## config.mk

```make
export PLATFORM = sky130hd
export DESIGN_NAME = mem_arbiter
export DESIGN_NICKNAME = d
export VERILOG_FILES = /design/src/rtl/mem_arbiter.sv
export SDC_FILE = /design/constraint.sdc
export NUM_CORES = 1
export LEC_CHECK = 0
export BUFFER_PORTS_ARGS = -buffer_cell sky130_fd_sc_hd__buf_2
export CAP_MARGIN = 20
export CELL_PAD_IN_SITES_DETAIL_PLACEMENT = 0
export CELL_PAD_IN_SITES_GLOBAL_PLACEMENT = 1
export CORE_AREA = 2 2 140 142
export CTS_CLUSTER_DIAMETER = 150
export DETAILED_ROUTE_END_ITERATION = 8
export DIE_AREA = 0 0 142 144
export HOLD_SLACK_MARGIN = 0.06
export PLACE_DENSITY = 0.91
export SETUP_SLACK_MARGIN = 0.02
export SYNTH_ARGS = -nofsm -noshare
export SYNTH_HDL_FRONTEND = slang
export SYNTH_SLANG_ARGS = --single-unit
```

## constraint.sdc

```tcl
create_clock -name clk -period 5.86 [get_ports clk]
set_clock_uncertainty 0.2 [all_clocks]
set_input_delay 0.586 -clock clk [delete_from_list [all_inputs] [get_ports clk]]
set_output_delay 0.586 -clock clk [all_outputs]
set_load 0.05 [all_outputs]
```

## src/rtl/mem_arbiter.sv

```systemverilog
// Two-master arbiter (instruction fetch + data memory) onto one shared memory port.
// Data requests win by default; a starvation counter hands the port to a waiting fetch
// after STARVE_MAX consecutive data grants.
// Optional performance counters are built only when MEM_ARBITER_PERF_EN is defined.
module mem_arbiter #(
    parameter int unsigned ADDR_W     = 32,
    parameter int unsigned DATA_W     = 32,
    parameter int unsigned STARVE_MAX = 4
) (
    input  logic              clk,
    input  logic              rst,
    input  logic              if_req,
    input  logic [ADDR_W-1:0] if_addr,
    output logic [DATA_W-1:0] if_rdata,
    output logic              if_ack,
    input  logic              dm_req,
    input  logic              dm_we,
    input  logic [ADDR_W-1:0] dm_addr,
    input  logic [DATA_W-1:0] dm_wdata,
    output logic [DATA_W-1:0] dm_rdata,
    output logic              dm_ack,
    output logic              mem_req,
    output logic              mem_we,
    output logic [ADDR_W-1:0] mem_addr,
    output logic [DATA_W-1:0] mem_wdata,
    input  logic [DATA_W-1:0] mem_rdata,
    input  logic              mem_ready,
    output logic              stall,
    output logic              busy,
    output logic [31:0]       perf_if_grants,
    output logic [31:0]       perf_dm_grants,
    output logic [31:0]       perf_wait_cycles
);

    localparam int unsigned StarveW = $clog2(STARVE_MAX + 1);
    localparam logic [StarveW-1:0] StarveMax = StarveW'(STARVE_MAX);

    typedef enum logic [1:0] {StIdle, StGntIf, StGntDm} state_e;

    state_e              state_q, state_d;
    logic                mem_we_q, mem_we_d;
    logic [ADDR_W-1:0]   mem_addr_q, mem_addr_d;
    logic [DATA_W-1:0]   mem_wdata_q, mem_wdata_d;
    logic                if_ack_q, if_ack_d;
    logic                dm_ack_q, dm_ack_d;
    logic [DATA_W-1:0]   if_rdata_q, if_rdata_d;
    logic [DATA_W-1:0]   dm_rdata_q, dm_rdata_d;
    logic [StarveW-1:0]  starve_q, starve_d;
    logic                if_elig, dm_elig, if_grant, dm_grant;

    // A requester still showing its just-acked request must not be granted again.
    assign if_elig = if_req & ~if_ack_q;
    assign dm_elig = dm_req & ~dm_ack_q;

    // Next-state, arbitration and completion handling.
    always_comb begin
        state_d     = state_q;
        mem_we_d    = mem_we_q;
        mem_addr_d  = mem_addr_q;
        mem_wdata_d = mem_wdata_q;
        if_ack_d    = 1'b0;
        dm_ack_d    = 1'b0;
        if_rdata_d  = if_rdata_q;
        dm_rdata_d  = dm_rdata_q;
        starve_d    = starve_q;
        if_grant    = 1'b0;
        dm_grant    = 1'b0;
        case (state_q)
            StIdle: begin
                // Winner is picked on raw requests; it is granted only if eligible.
                // A data master in its ack cycle thus blocks the fetch for one cycle,
                // keeping back-to-back data ops counted against the starvation limit.
                if (if_req && starve_q == StarveMax) begin
                    if_grant = if_elig;
                end else if (dm_req) begin
                    dm_grant = dm_elig;
                end else begin
                    if_grant = if_elig;
                end
                if (if_grant) begin
                    state_d     = StGntIf;
                    mem_addr_d  = if_addr;
                    mem_we_d    = 1'b0;
                    mem_wdata_d = '0;
                    starve_d    = '0;
                end else if (dm_grant) begin
                    state_d     = StGntDm;
                    mem_addr_d  = dm_addr;
                    mem_we_d    = dm_we;
                    mem_wdata_d = dm_wdata;
                    if (!if_req) begin
                        starve_d = '0;
                    end else if (starve_q != StarveMax) begin
                        starve_d = starve_q + StarveW'(1);
                    end
                end else if (!if_req) begin
                    starve_d = '0;
                end
            end
            StGntIf: begin
                if (mem_ready) begin
                    state_d    = StIdle;
                    if_ack_d   = 1'b1;
                    if_rdata_d = mem_rdata;
                end
            end
            StGntDm: begin
                if (mem_ready) begin
                    state_d  = StIdle;
                    dm_ack_d = 1'b1;
                    if (!mem_we_q) begin
                        dm_rdata_d = mem_rdata;
                    end
                end
            end
            default: state_d = StIdle;
        endcase
    end

    // State and datapath registers.
    always_ff @(posedge clk or posedge rst) begin
        if (rst) begin
            state_q     <= StIdle;
            mem_we_q    <= 1'b0;
            mem_addr_q  <= '0;
            mem_wdata_q <= '0;
            if_ack_q    <= 1'b0;
            dm_ack_q    <= 1'b0;
            if_rdata_q  <= '0;
            dm_rdata_q  <= '0;
            starve_q    <= '0;
        end else begin
            state_q     <= state_d;
            mem_we_q    <= mem_we_d;
            mem_addr_q  <= mem_addr_d;
            mem_wdata_q <= mem_wdata_d;
            if_ack_q    <= if_ack_d;
            dm_ack_q    <= dm_ack_d;
            if_rdata_q  <= if_rdata_d;
            dm_rdata_q  <= dm_rdata_d;
            starve_q    <= starve_d;
        end
    end

    assign mem_req   = (state_q != StIdle);
    assign busy      = (state_q != StIdle);
    assign mem_we    = mem_we_q;
    assign mem_addr  = mem_addr_q;
    assign mem_wdata = mem_wdata_q;
    assign if_ack    = if_ack_q;
    assign dm_ack    = dm_ack_q;
    assign if_rdata  = if_rdata_q;
    assign dm_rdata  = dm_rdata_q;
    assign stall     = (if_req & ~if_ack_q) | (dm_req & ~dm_ack_q);

`ifdef MEM_ARBITER_PERF_EN
    logic [31:0] perf_if_q, perf_if_d, perf_dm_q, perf_dm_d, perf_wait_q, perf_wait_d;

    // Counters wrap naturally at 2^32.
    always_comb begin
        perf_if_d   = perf_if_q + {31'd0, if_grant};
        perf_dm_d   = perf_dm_q + {31'd0, dm_grant};
        perf_wait_d = perf_wait_q + {31'd0, stall};
    end

    // Performance counter registers.
    always_ff @(posedge clk or posedge rst) begin
        if (rst) begin
            perf_if_q   <= '0;
            perf_dm_q   <= '0;
            perf_wait_q <= '0;
        end else begin
            perf_if_q   <= perf_if_d;
            perf_dm_q   <= perf_dm_d;
            perf_wait_q <= perf_wait_d;
        end
    end

    assign perf_if_grants   = perf_if_q;
    assign perf_dm_grants   = perf_dm_q;
    assign perf_wait_cycles = perf_wait_q;
`else
    assign perf_if_grants   = 32'd0;
    assign perf_dm_grants   = 32'd0;
    assign perf_wait_cycles = 32'd0;
`endif

endmodule

```

==> results.tsv, run 1 <==
metric	value	unit
top-count cell post-synth	dfrtp_1	
Post-synth EDFFs	0	
die width	142	um
Post-CTS Setup Bufs	0	
CP required	5.95	ns
vias per cell	4.36	
worst reg-to-reg path cell count	7	
crit-path leading delay family	simple AND/OR/NAND/NOR gates	
antenna viol nets, final	0	
Rows	51	
status	finished clean	
setup violators final	0	
DP HPWL	10600	um
leading cell types by count after synthesis	136 x dfrtp_1, 104 x buf_4, 63 x mux2_2	
final core occ	41.9	%
Critical path buffers and inverters	3	
unrepaired setup endpoints after global routing	false	
syn_area_per_cell	13.2	sq um
height of the die	144	um
placed instance area	7360	sq um
Syn. warnings	0	
I/O pin cnt	364	
vias	4287	
1st-iter DRT viols	230	
Sink Count	136	
Post-synth ARST share	100	%
Hold Path Class	input pin to asynchronous set/reset pin	
Clock Path Buffers	2	
number of distinct library cells after synthesis	32	
Cell Pwr Density	733	nW/um^2
Remaining DRCs	0	
Tcrit/Tclk final	46.6	%
final hold vios	0	
Mapped Area	6150	sq um
CTS root buffer	clkbuf_16	
Num CTS Buffers	17	
antenna fix cells	0	
crit-path max FO	49	
minimum clock period	2.73	ns
Final Instance Area	7990	sq um
Max Cap Violations	0	
drt pass-1 iters	4	
total leakage power	4.08	nW
post-synthesis sequential area ratio	55.4	%
CTS Hold Bufs	0	
Top FF cell, synth	dfrtp_1	
critical-path cell list	inv_1, ha_1, inv_2, nor3b_4, buf_4, nand2b_1, o221a_2	
largest net degree at the start of global routing	80	
crit path capture type	register	
achievable frequency	0.366	GHz
Slew HR	40.9	%
VDD IR max	376	uV
Yosys reg bits	136	
post-CTS sizing	0	
port bufs	267	
Post-Route Setup TNS	0	ns
CTS H-tree depth	4	
WP data arrival	2.82	ns
Clk pin slew, worst setup/hold paths	0.06	ns
final wirelength	14500	um
cell taking the most area after synthesis	dfrtp_1	
gpl congestion	0.739	
critical path launch point type	register	
Core ar.	19100	sq um
clk_lat worst skew	0.41	ns
Nets	871	
CTS tree	done	
Die Area	20400	sq um
Setup CP Type	register to register	
antenna violations before repair	0	
via count of the first global-routing pass	4124	
Overflow after GRT	0	
Final Slew Violations	0	
synth top area cells	dfrtp_1 55%, buf_4 13%, mux2_2 12%, o221a_2 5.7%, a22o_1 5.0%	
Worst Max-Slew Pin Slew	0.886	ns
WL/cell	14.8	um
Max stage delay on crit path	0.70	ns
Initial Util	32.2	%
synth-to-layout area growth	29.9	%
first-pass GRT wire length	21800	um
slowest stage cell, crit path	nor3b_4	
CP Depth	7	
layout cells sized above 1	54.5	%
gr usage total	13.6	%
Synth top area share	55.4	%
Mapped Cells	465	
==> state kept, by name (all words and copies together) (netlist names) <==
| signal | count |
|---|---|
| state_q | 2 |
| mem_we | 1 |
| dm_rdata | 32 |
| if_ack | 1 |
| starve_q | 3 |
| if_rdata | 32 |
| mem_wdata | 32 |
| dm_ack | 1 |
| mem_addr | 32 |
==> cell usage in the layout (no fill, tap or decap), types with 7 or more instances in the layout <==
cell type and instances:
conb_1 96, o221a_2 31, nand2b_1 35, inv_1 7
dfrtp_1 136, a22o_1 35, mux2_2 63, clkbuf_16 17
buf_2 267
==> worst register-to-register path, cell delays in order, from the launching register on <==
cell and delay (ns):
dfrtp_1 0.40, inv_1 0.09, ha_1 0.25, inv_2 0.11
nor3b_4 0.70, buf_4 0.57, nand2b_1 0.15, o221a_2 0.14
==> power by group <==
part	total, mW	switching, mW	internal (mW)
clock	1.14	0.432	0.711
combinational	3.09	2.29	0.803
sequential	1.61	0.228	1.39
total	5.85	2.95	2.90
==> logic make-up (layout without fill, tap and decap cells) <==
family / count (synthesis) / count (layout) / synth area share [%]
adder cells (fa/ha/maj): 5 / 5 / 1.02
AO/OA/AOI/OAI: 80 / 80 / 12.2
buffers and inverters: 129 / 314 / 14.4
AND/OR/NAND/NOR: 49 / 49 / 5.01
multiplexers: 65 / 65 / 11.9
other: 1 / 96 / 0.0610
flip-flops: 136 / 136 / 55.4
==> final timing paths <==
check | slack, ns | endpoint | start
max | 3.13 | mem_addr[15]$_DFFE_PP0P_ | state_q[0]$_DFFE_PP0P_
min | 0.1 | mem_wdata[14]$_DFFE_PP0P_ | rst
max reg2reg | 3.13 | mem_addr[15]$_DFFE_PP0P_ | state_q[0]$_DFFE_PP0P_
min reg2reg | 0.29 | mem_wdata[22]$_DFFE_PP0P_ | mem_wdata[22]$_DFFE_PP0P_
max in group asynchronous | 4.11 | if_rdata[26]$_DFFE_PP0P_ | rst
min in group clk | 0.20 | mem_wdata[26]$_DFFE_PP0P_ | dm_wdata[26]
==> area by class of cell <==
cell class | count | area, sq um
clock inverters | 12 | 164
multi-input cells | 295 | 2220
inverters | 9 | 38.8
flip-flops and latches | 136 | 3400
clock buffers | 20 | 467
repair buffers | 273 | 1400
fillers | 1802 | 11100
well taps | 238 | 298
==> per-layer routing <==
layer	up-vias	share of wire, %	global-route usage [%]
li1	1989	-	-
met1	2111	43	17.0
met3	9	7.4	4.74
met2	178	49	22.3
met4	0	0.97	4.32
met5	-	0	0
==> per-stage QoR <==
step / power, mW / setup WS [ns] / hold WS [ns] / instances
floorplan: 4.10 / 1.43 / 0.299 / 560
global placement: 4.70 / 3.01 / 0.280 / 950
detailed placement: 4.74 / 3.09 / 0.276 / 951
CTS: 5.91 / 3.10 / 0.120 / 983
global route: 6.13 / 2.84 / 0.161 / 983
finish: 5.85 / 3.13 / 0.0971 / 983
No activity file was read; power rests on OpenSTA's default activity.
==> inputs of run 2 (changes only) <==
--- a/config.mk
+++ b/config.mk
@@ -5,16 +5,16 @@
 export SDC_FILE = /design/constraint.sdc
 export NUM_CORES = 1
 export LEC_CHECK = 0
+export ABC_AREA = 1
 export BUFFER_PORTS_ARGS = -buffer_cell sky130_fd_sc_hd__buf_2
 export CAP_MARGIN = 20
 export CELL_PAD_IN_SITES_DETAIL_PLACEMENT = 0
 export CELL_PAD_IN_SITES_GLOBAL_PLACEMENT = 1
-export CORE_AREA = 2 2 140 142
+export CORE_UTILIZATION = 28
 export CTS_CLUSTER_DIAMETER = 150
 export DETAILED_ROUTE_END_ITERATION = 8
-export DIE_AREA = 0 0 142 144
 export HOLD_SLACK_MARGIN = 0.06
-export PLACE_DENSITY = 0.91
+export PLACE_DENSITY = 0.88
 export SETUP_SLACK_MARGIN = 0.02
 export SYNTH_ARGS = -nofsm -noshare
 export SYNTH_HDL_FRONTEND = slang
==> constraint.sdc (replaced) <==
create_clock -name clk -period 2.5 [get_ports clk]
set_clock_uncertainty 0.2 [all_clocks]
set_input_delay 0.25 -clock clk [delete_from_list [all_inputs] [get_ports clk]]
set_output_delay 0.25 -clock clk [all_outputs]
set_load 0.05 [all_outputs]
==> run 2 against run 1 <==
Net effect: clock power rose by 140%; area after synthesis rose by 5.1%; global-route usage rose by 2.3 points; cell area rose by 21%; sequential share of layout area fell by 7.5 points; highest routed layer unchanged; sequential power rose by 130%; synthesized cell count rose by 68%.
==> results.tsv, run 2 <==
metric	value	unit
Hold Crit Depth	6	
Sink Count	136	
hold path endpoint	starve_q[2]$_DFFE_PP0P_	
unrepaired setup endpoints after global routing	false	
Worst Max-Slew Pin Slew	0.606	ns
placed instance area	7700	sq um
Syn. warnings	0	
WL/cell	12.5	um
Max Cap Violations	0	
antenna viol nets, final	0	
gpl congestion	0.701	
VDD IR max	756	uV
WP data arrival	2.47	ns
CTS root buffer	clkbuf_16	
achievable frequency	0.430	GHz
Post-synth ARST share	100	%
Tcrit/Tclk final	92.9	%
number of distinct library cells after synthesis	20	
CTS H-tree depth	4	
reg2reg end	mem_addr[2]$_DFFE_PP0P_	
Setup CP Type	input pin to register	
gr usage total	15.9	%
Post-Route Setup TNS	0	ns
CP required	2.65	ns
I/O pin cnt	364	
Initial Util	28.5	%
synth top area cells	dfrtp_1 53%, nand2_1 20%, buf_4 11%, o21ai_0 5.1%, nand3_1 3.0%	
Clock Path Buffers	2	
Tot Pwr	13.5	mW
crit-path max FO	34	
largest net degree at the start of global routing	77	
top-count cell post-synth	nand2_1	
Final Slew Violations	0	
commonest non-fill, non-tap cell in the layout	nand2_1	
most frequent cells in the layout	344 x nand2_1, 267 x buf_2, 136 x dfrtp_1, 132 x dlygate4sd3_1, 96 x conb_1	
Top FF cell, synth	dfrtp_1	
Rows	55	
cell taking the most area after synthesis	dfrtp_1	
status	finished clean	
antenna violations before repair	0	
CTS tree	done	
Remaining DRCs	0	
Synth top area share	52.7	%
setup violators final	0	
Mapped Area	6460	sq um
Nets	1310	
1st-iter DRT viols	349	
Critical R2R Launch	starve_q[0]$_DFFE_PP0P_	
Core ar.	22600	sq um
Overflow after GRT	0	
synth-to-layout area growth	49.9	%
final wirelength	18400	um
vias	5997	
drt pass-1 iters	5	
first-pass GRT wire length	29600	um
PnR worst setup slack	0.176	ns
layout cells sized above 1	26.8	%
die width	154	um
Yosys reg bits	136	
Mapped Cells	782	
Clk pin slew, worst setup/hold paths	0.06	ns
DP HPWL	11600	um
total leakage power	5.54	nW
Post-synth EDFFs	0	
Die Area	23700	sq um
leading cell types by count after synthesis	345 x nand2_1, 136 x dfrtp_1, 97 x buf_4	
critical-path cell list	dlygate4sd3_1, buf_2, inv_2, nor2_8, buf_4, nand3_1, nand2_1, dlygate4sd3_1, nand2_1, nand2_1	
slowest stage cell, crit path	dlygate4sd3_1	
Hold Path Class	input pin to register	
Num CTS Buffers	17	
Critical path buffers and inverters	5	
antenna fix cells	0	
port bufs	267	
vias per cell	4.09	
Hold Path Origin	dm_req	
post-synthesis sequential area ratio	52.7	%
CP most frequent cell	nand2_1	
critical path launch point type	input pin	
crit path capture type	register	
worst reg-to-reg path cell count	11	
final hold vios	0	
DP Worst Slack	0.367	ns
CP startpoint	if_req	
via count of the first global-routing pass	5854	
Max stage delay on crit path	0.56	ns
Cell Pwr Density	1400	nW/um^2
syn_area_per_cell	8.26	sq um
height of the die	154	um
clk_lat worst skew	0.41	ns
crit-path leading delay family	buffers and inverters	
minimum clock period	2.32	ns
reg2reg setup slack	0.22	ns
Final Instance Area	9680	sq um
Slew HR	59.5	%
[run 2: cell types whose count changed after synthesis, sizes merged, moves of 32 or more]
cell / delta
mux2: -64
o21ai: +60
nand2b: -36
a22o: -35
o221a: -32
nand3: +36
inv: +36
nand2: +344
[run 2: where the power goes]
| group | switching [mW] | internal, mW |
|---|---|---|
| sequential | 0.529 | 3.20 |
| clock | 1.01 | 1.68 |
| combinational | 5.56 | 1.55 |
| total | 7.10 | 6.43 |
[run 2: layer usage]
| metal | GRT usage (%) | vias up | part of all wire (%) |
|---|---|---|---|
| met5 | 0 | - | 0 |
| met4 | 7.19 | 0 | 2.4 |
| met3 | 4.31 | 24 | 6.4 |
| met2 | 28.6 | 257 | 50 |
| met1 | 17.4 | 2725 | 41 |
| li1 | - | 2991 | - |
[run 2: timing repair]
action | in CTS | in global routing
hold endpoints to repair | 271 | 0
hold buffers | 132 | 0
gates resized for setup | 0 | 4
endpoints found under the setup margin | 0 | 23
setup buffers | 0 | 0
[run 2: how the worst max path moves through the flow]
stage / end / slack, ns / depth (start not counted)
3_5_place_dp: dm_rdata[18]$_DFFE_PP0P_ / 0.37 / 5
3_3_place_gp: mem_addr[14]$_DFFE_PP0P_ / 0.48 / 10
4_1_cts: mem_addr[3]$_DFFE_PP0P_ / 0.05 / 11
2_1_floorplan: stall / 0.24 / 1
5_1_grt: mem_addr[26]$_DFFE_PP0P_ / 0.06 / 11
6_report: mem_addr[2]$_DFFE_PP0P_ / 0.18 / 10
[run 2: cell families (layout without fill, tap and decap cells)]
group           Yosys count  count (layout)  share of synthesized area [%]
simple gates            396             396                           24.3
buf+inv                 178             483                           16.9
flops                   136             136                           52.7
compound gates           66              66                           5.11
fa+ha+maj                 5               5                          0.968
other cells               1              96                         0.0581
[run 2: metrics by stage]
step	util [%]	hold slack (ns)	cells
floorplan	-	0.160	877
global placement	34.0	0.203	1304
detailed placement	34.0	0.204	1304
CTS	42.6	0.145	1466
global route	42.8	0.230	1467
finish	42.8	0.180	1467
[run 2: worst reg2reg max path: stages (launching register included)]
cell and delay (ns):
dfrtp_1 0.38, inv_1 0.06, ha_1 0.20, nand2_1 0.07
nand2_2 0.08, nand2_4 0.14, buf_8 0.22, nand2_1 0.11
nand2_1 0.08, dlygate4sd3_1 0.56, nand2_1 0.05, nand2_1 0.08
[run 2: area by class of cell]
cell class / instances / area [sq um]
fill: 2143 / 13000
sequential: 136 / 3400
timing repair buffer: 408 / 2800
multi-input combinational: 563 / 2330
clock buffer: 17 / 425
tap: 285 / 357
clock inverter: 13 / 195
inverter: 45 / 173
==> inputs of run 3 (changes only) <==
--- a/config.mk
+++ b/config.mk
@@ -10,11 +10,13 @@
 export CAP_MARGIN = 20
 export CELL_PAD_IN_SITES_DETAIL_PLACEMENT = 0
 export CELL_PAD_IN_SITES_GLOBAL_PLACEMENT = 1
-export CORE_UTILIZATION = 28
+export CORE_MARGIN = 2
+export CORE_UTILIZATION = 29
+export CTS_BUF_LIST = sky130_fd_sc_hd__clkbuf_2
 export CTS_CLUSTER_DIAMETER = 150
 export DETAILED_ROUTE_END_ITERATION = 8
 export HOLD_SLACK_MARGIN = 0.06
-export PLACE_DENSITY = 0.88
+export PLACE_DENSITY_LB_ADDON = 0.2
 export SETUP_SLACK_MARGIN = 0.02
 export SYNTH_ARGS = -nofsm -noshare
 export SYNTH_HDL_FRONTEND = slang
==> run 3 against run 2 <==
Net effect: worst hold slack worse by 0.025 ns; cell count up 2.8%; non-clock buffer count up 43; die area shrank 0.83%; fmax rose by 2.8%; critical path depth rose by 1; first-iteration DRC count down 25%; routed wire length is 7.6% higher; utilization grew 1.7 points; sequential power down 1%; count of clock-buffer cells in the layout is 2 higher; register-to-register slack improved by 0.02 ns; critical path type is now register to register; critical endpoint is now mem_addr[5]$_DFFE_PP0P_; largest cell class unchanged.
==> results.tsv, run 3 (same netlist as run 2, synthesis figures left out) <==
metric	value	unit
drt pass-1 iters	4	
critical-path cell list	inv_1, ha_1, nand2_1, nand2_4, nand2_2, buf_4, nand2_1, nand2_1, dlygate4sd3_1, nand2_1, nand2_1	
Internal Power	5.25	mW
CP most frequent cell	nand2_1	
antenna viol nets, final	0	
Sink Count	136	
CTS root buffer	clkbuf_2	
DP HPWL	12900	um
slowest stage cell, crit path	dlygate4sd3_1	
Psw	6.98	mW
layout cells sized above 1	26.1	%
via count of the first global-routing pass	6158	
Post-Route Setup TNS	0	ns
Clock Path Buffers	2	
Die Area	23500	sq um
gpl congestion	0.746	
placed instance area	7680	sq um
crit path capture type	register	
Nets	1353	
Clk pin slew, worst setup/hold paths	0.21	ns
Num CTS Buffers	17	
VDD IR max	630	uV
vias	6113	
Remaining DRCs	0	
Rows	54	
switching share of power	57.1	%
WP data arrival	2.63	ns
commonest non-fill, non-tap cell in the layout	nand2_1	
critical path launch point type	register	
Setup CP Type	register to register	
port bufs	267	
die width	153	um
gr usage total	16.7	%
Max stage delay on crit path	0.56	ns
crit-path max FO	12	
Reg area	3400	sq um
antenna violations before repair	2	
height of the die	153	um
CTS H-tree depth	4	
Cell Pwr Density	1260	nW/um^2
1st-iter DRT viols	262	
Final Instance Area	9700	sq um
final wirelength	19800	um
CTS tree	done	
I/O pin cnt	364	
Max Cap Violations	0	
WL/cell	13.1	um
power share of the sequential group	30.2	%
status	finished clean	
minimum clock period	2.26	ns
Final Slew Violations	0	
Fin Hold WS	0.155	ns
unrepaired setup endpoints after global routing	false	
total leakage power	5.55	nW
Worst Max-Slew Pin Slew	0.740	ns
clk_lat worst skew	0.64	ns
Slew HR	50.7	%
Initial Util	29.6	%
setup violators final	0	
fill count	2273	
largest net degree at the start of global routing	137	
Hold Path Class	input pin to register	
Multi-input gate area	2330	sq um
Logic pwr share	59.2	%
CP required	2.87	ns
synth-to-layout area growth	50.1	%
final hold vios	0	
first-pass GRT wire length	31600	um
clock network fraction of total power	10.6	%
most frequent cells in the layout	344 x nand2_1, 265 x buf_2, 173 x dlygate4sd3_1, 136 x dfrtp_1, 96 x conb_1	
Core ar.	21800	sq um
achievable frequency	0.442	GHz
Tcrit/Tclk final	90.4	%
vias per cell	4.05	
Overflow after GRT	0	
run 3: area by class of cell:
class / count / share of cell area, %
sequential: 136 / 35.1
inverter: 45 / 1.78
antenna: 2 / 0.0516
multi-input combinational: 563 / 24.1
tap: 280 / 3.61
clock buffer: 19 / 0.981
timing repair buffer: 451 / 33.1
clock inverter: 12 / 1.33
run 3: power groups by stage:
stage / combinational, mW / clock (mW) / sequential, mW
after floorplan: 2.11 / 0 / 7.08
after global placement: 6.97 / 0 / 3.74
final: 7.25 / 1.30 / 3.69
after CTS: 7.26 / 1.38 / 3.70
after global routing: 7.79 / 1.48 / 3.84
after detailed placement: 7.00 / 0 / 3.73
run 3: path summary, 6_finish.rpt:
kind                            cells past startpoint  slack [ns]                      from                        end
worst max-delay path                               11        0.24   starve_q[0]$_DFFE_PP0P_    mem_addr[5]$_DFFE_PP0P_
min in group asynchronous                           5        0.73                       rst  mem_wdata[28]$_DFFE_PP0P_
worst max register to register                     11        0.24   starve_q[0]$_DFFE_PP0P_    mem_addr[5]$_DFFE_PP0P_
worst min-delay path                                4        0.15               dm_wdata[2]   mem_wdata[2]$_DFFE_PP0P_
worst min register to register                      2        0.29  mem_wdata[2]$_DFFE_PP0P_   mem_wdata[2]$_DFFE_PP0P_
max in group asynchronous                           5        0.79                       rst   mem_addr[10]$_DFFE_PP0P_
run 3: stage by stage:
| stage | total power, mW | setup WS [ns] | cells | utilization [%] |
|---|---|---|---|---|
| after floorplan | 9.19 | 0.244 | 877 | - |
| after global placement | 10.7 | 0.398 | 1300 | 35.2 |
| after detailed placement | 10.7 | 0.348 | 1300 | 35.2 |
| after CTS | 12.3 | 0.0417 | 1502 | 44.1 |
| after global routing | 13.1 | 0.0226 | 1508 | 44.4 |
| final | 12.2 | 0.239 | 1508 | 44.4 |
run 3: critical path: cells and delay by family (launching register included):
kind	cells	cell delay, ns
fa+ha+maj	1	0.15
buf+inv	3	0.82
flops	1	0.42
simple gates	7	0.60
run 3: routing by layer:
| metal | part of all wire, % | track usage (%) | vias to the layer above |
|---|---|---|---|
| met1 | 44 | 20.9 | 2788 |
| met4 | 1.4 | 5.47 | 0 |
| li1 | - | - | 3075 |
| met3 | 8.7 | 5.56 | 16 |
| met5 | 0 | 0 | - |
| met2 | 46 | 27.0 | 234 |
run 3: repair_timing:
item                                    CTS  global route
hold endpoints to repair                272             2
buffers inserted                          0             1
endpoints found under the setup margin    0            23
hold buffers                            171             2
gates resized for setup                   0             6
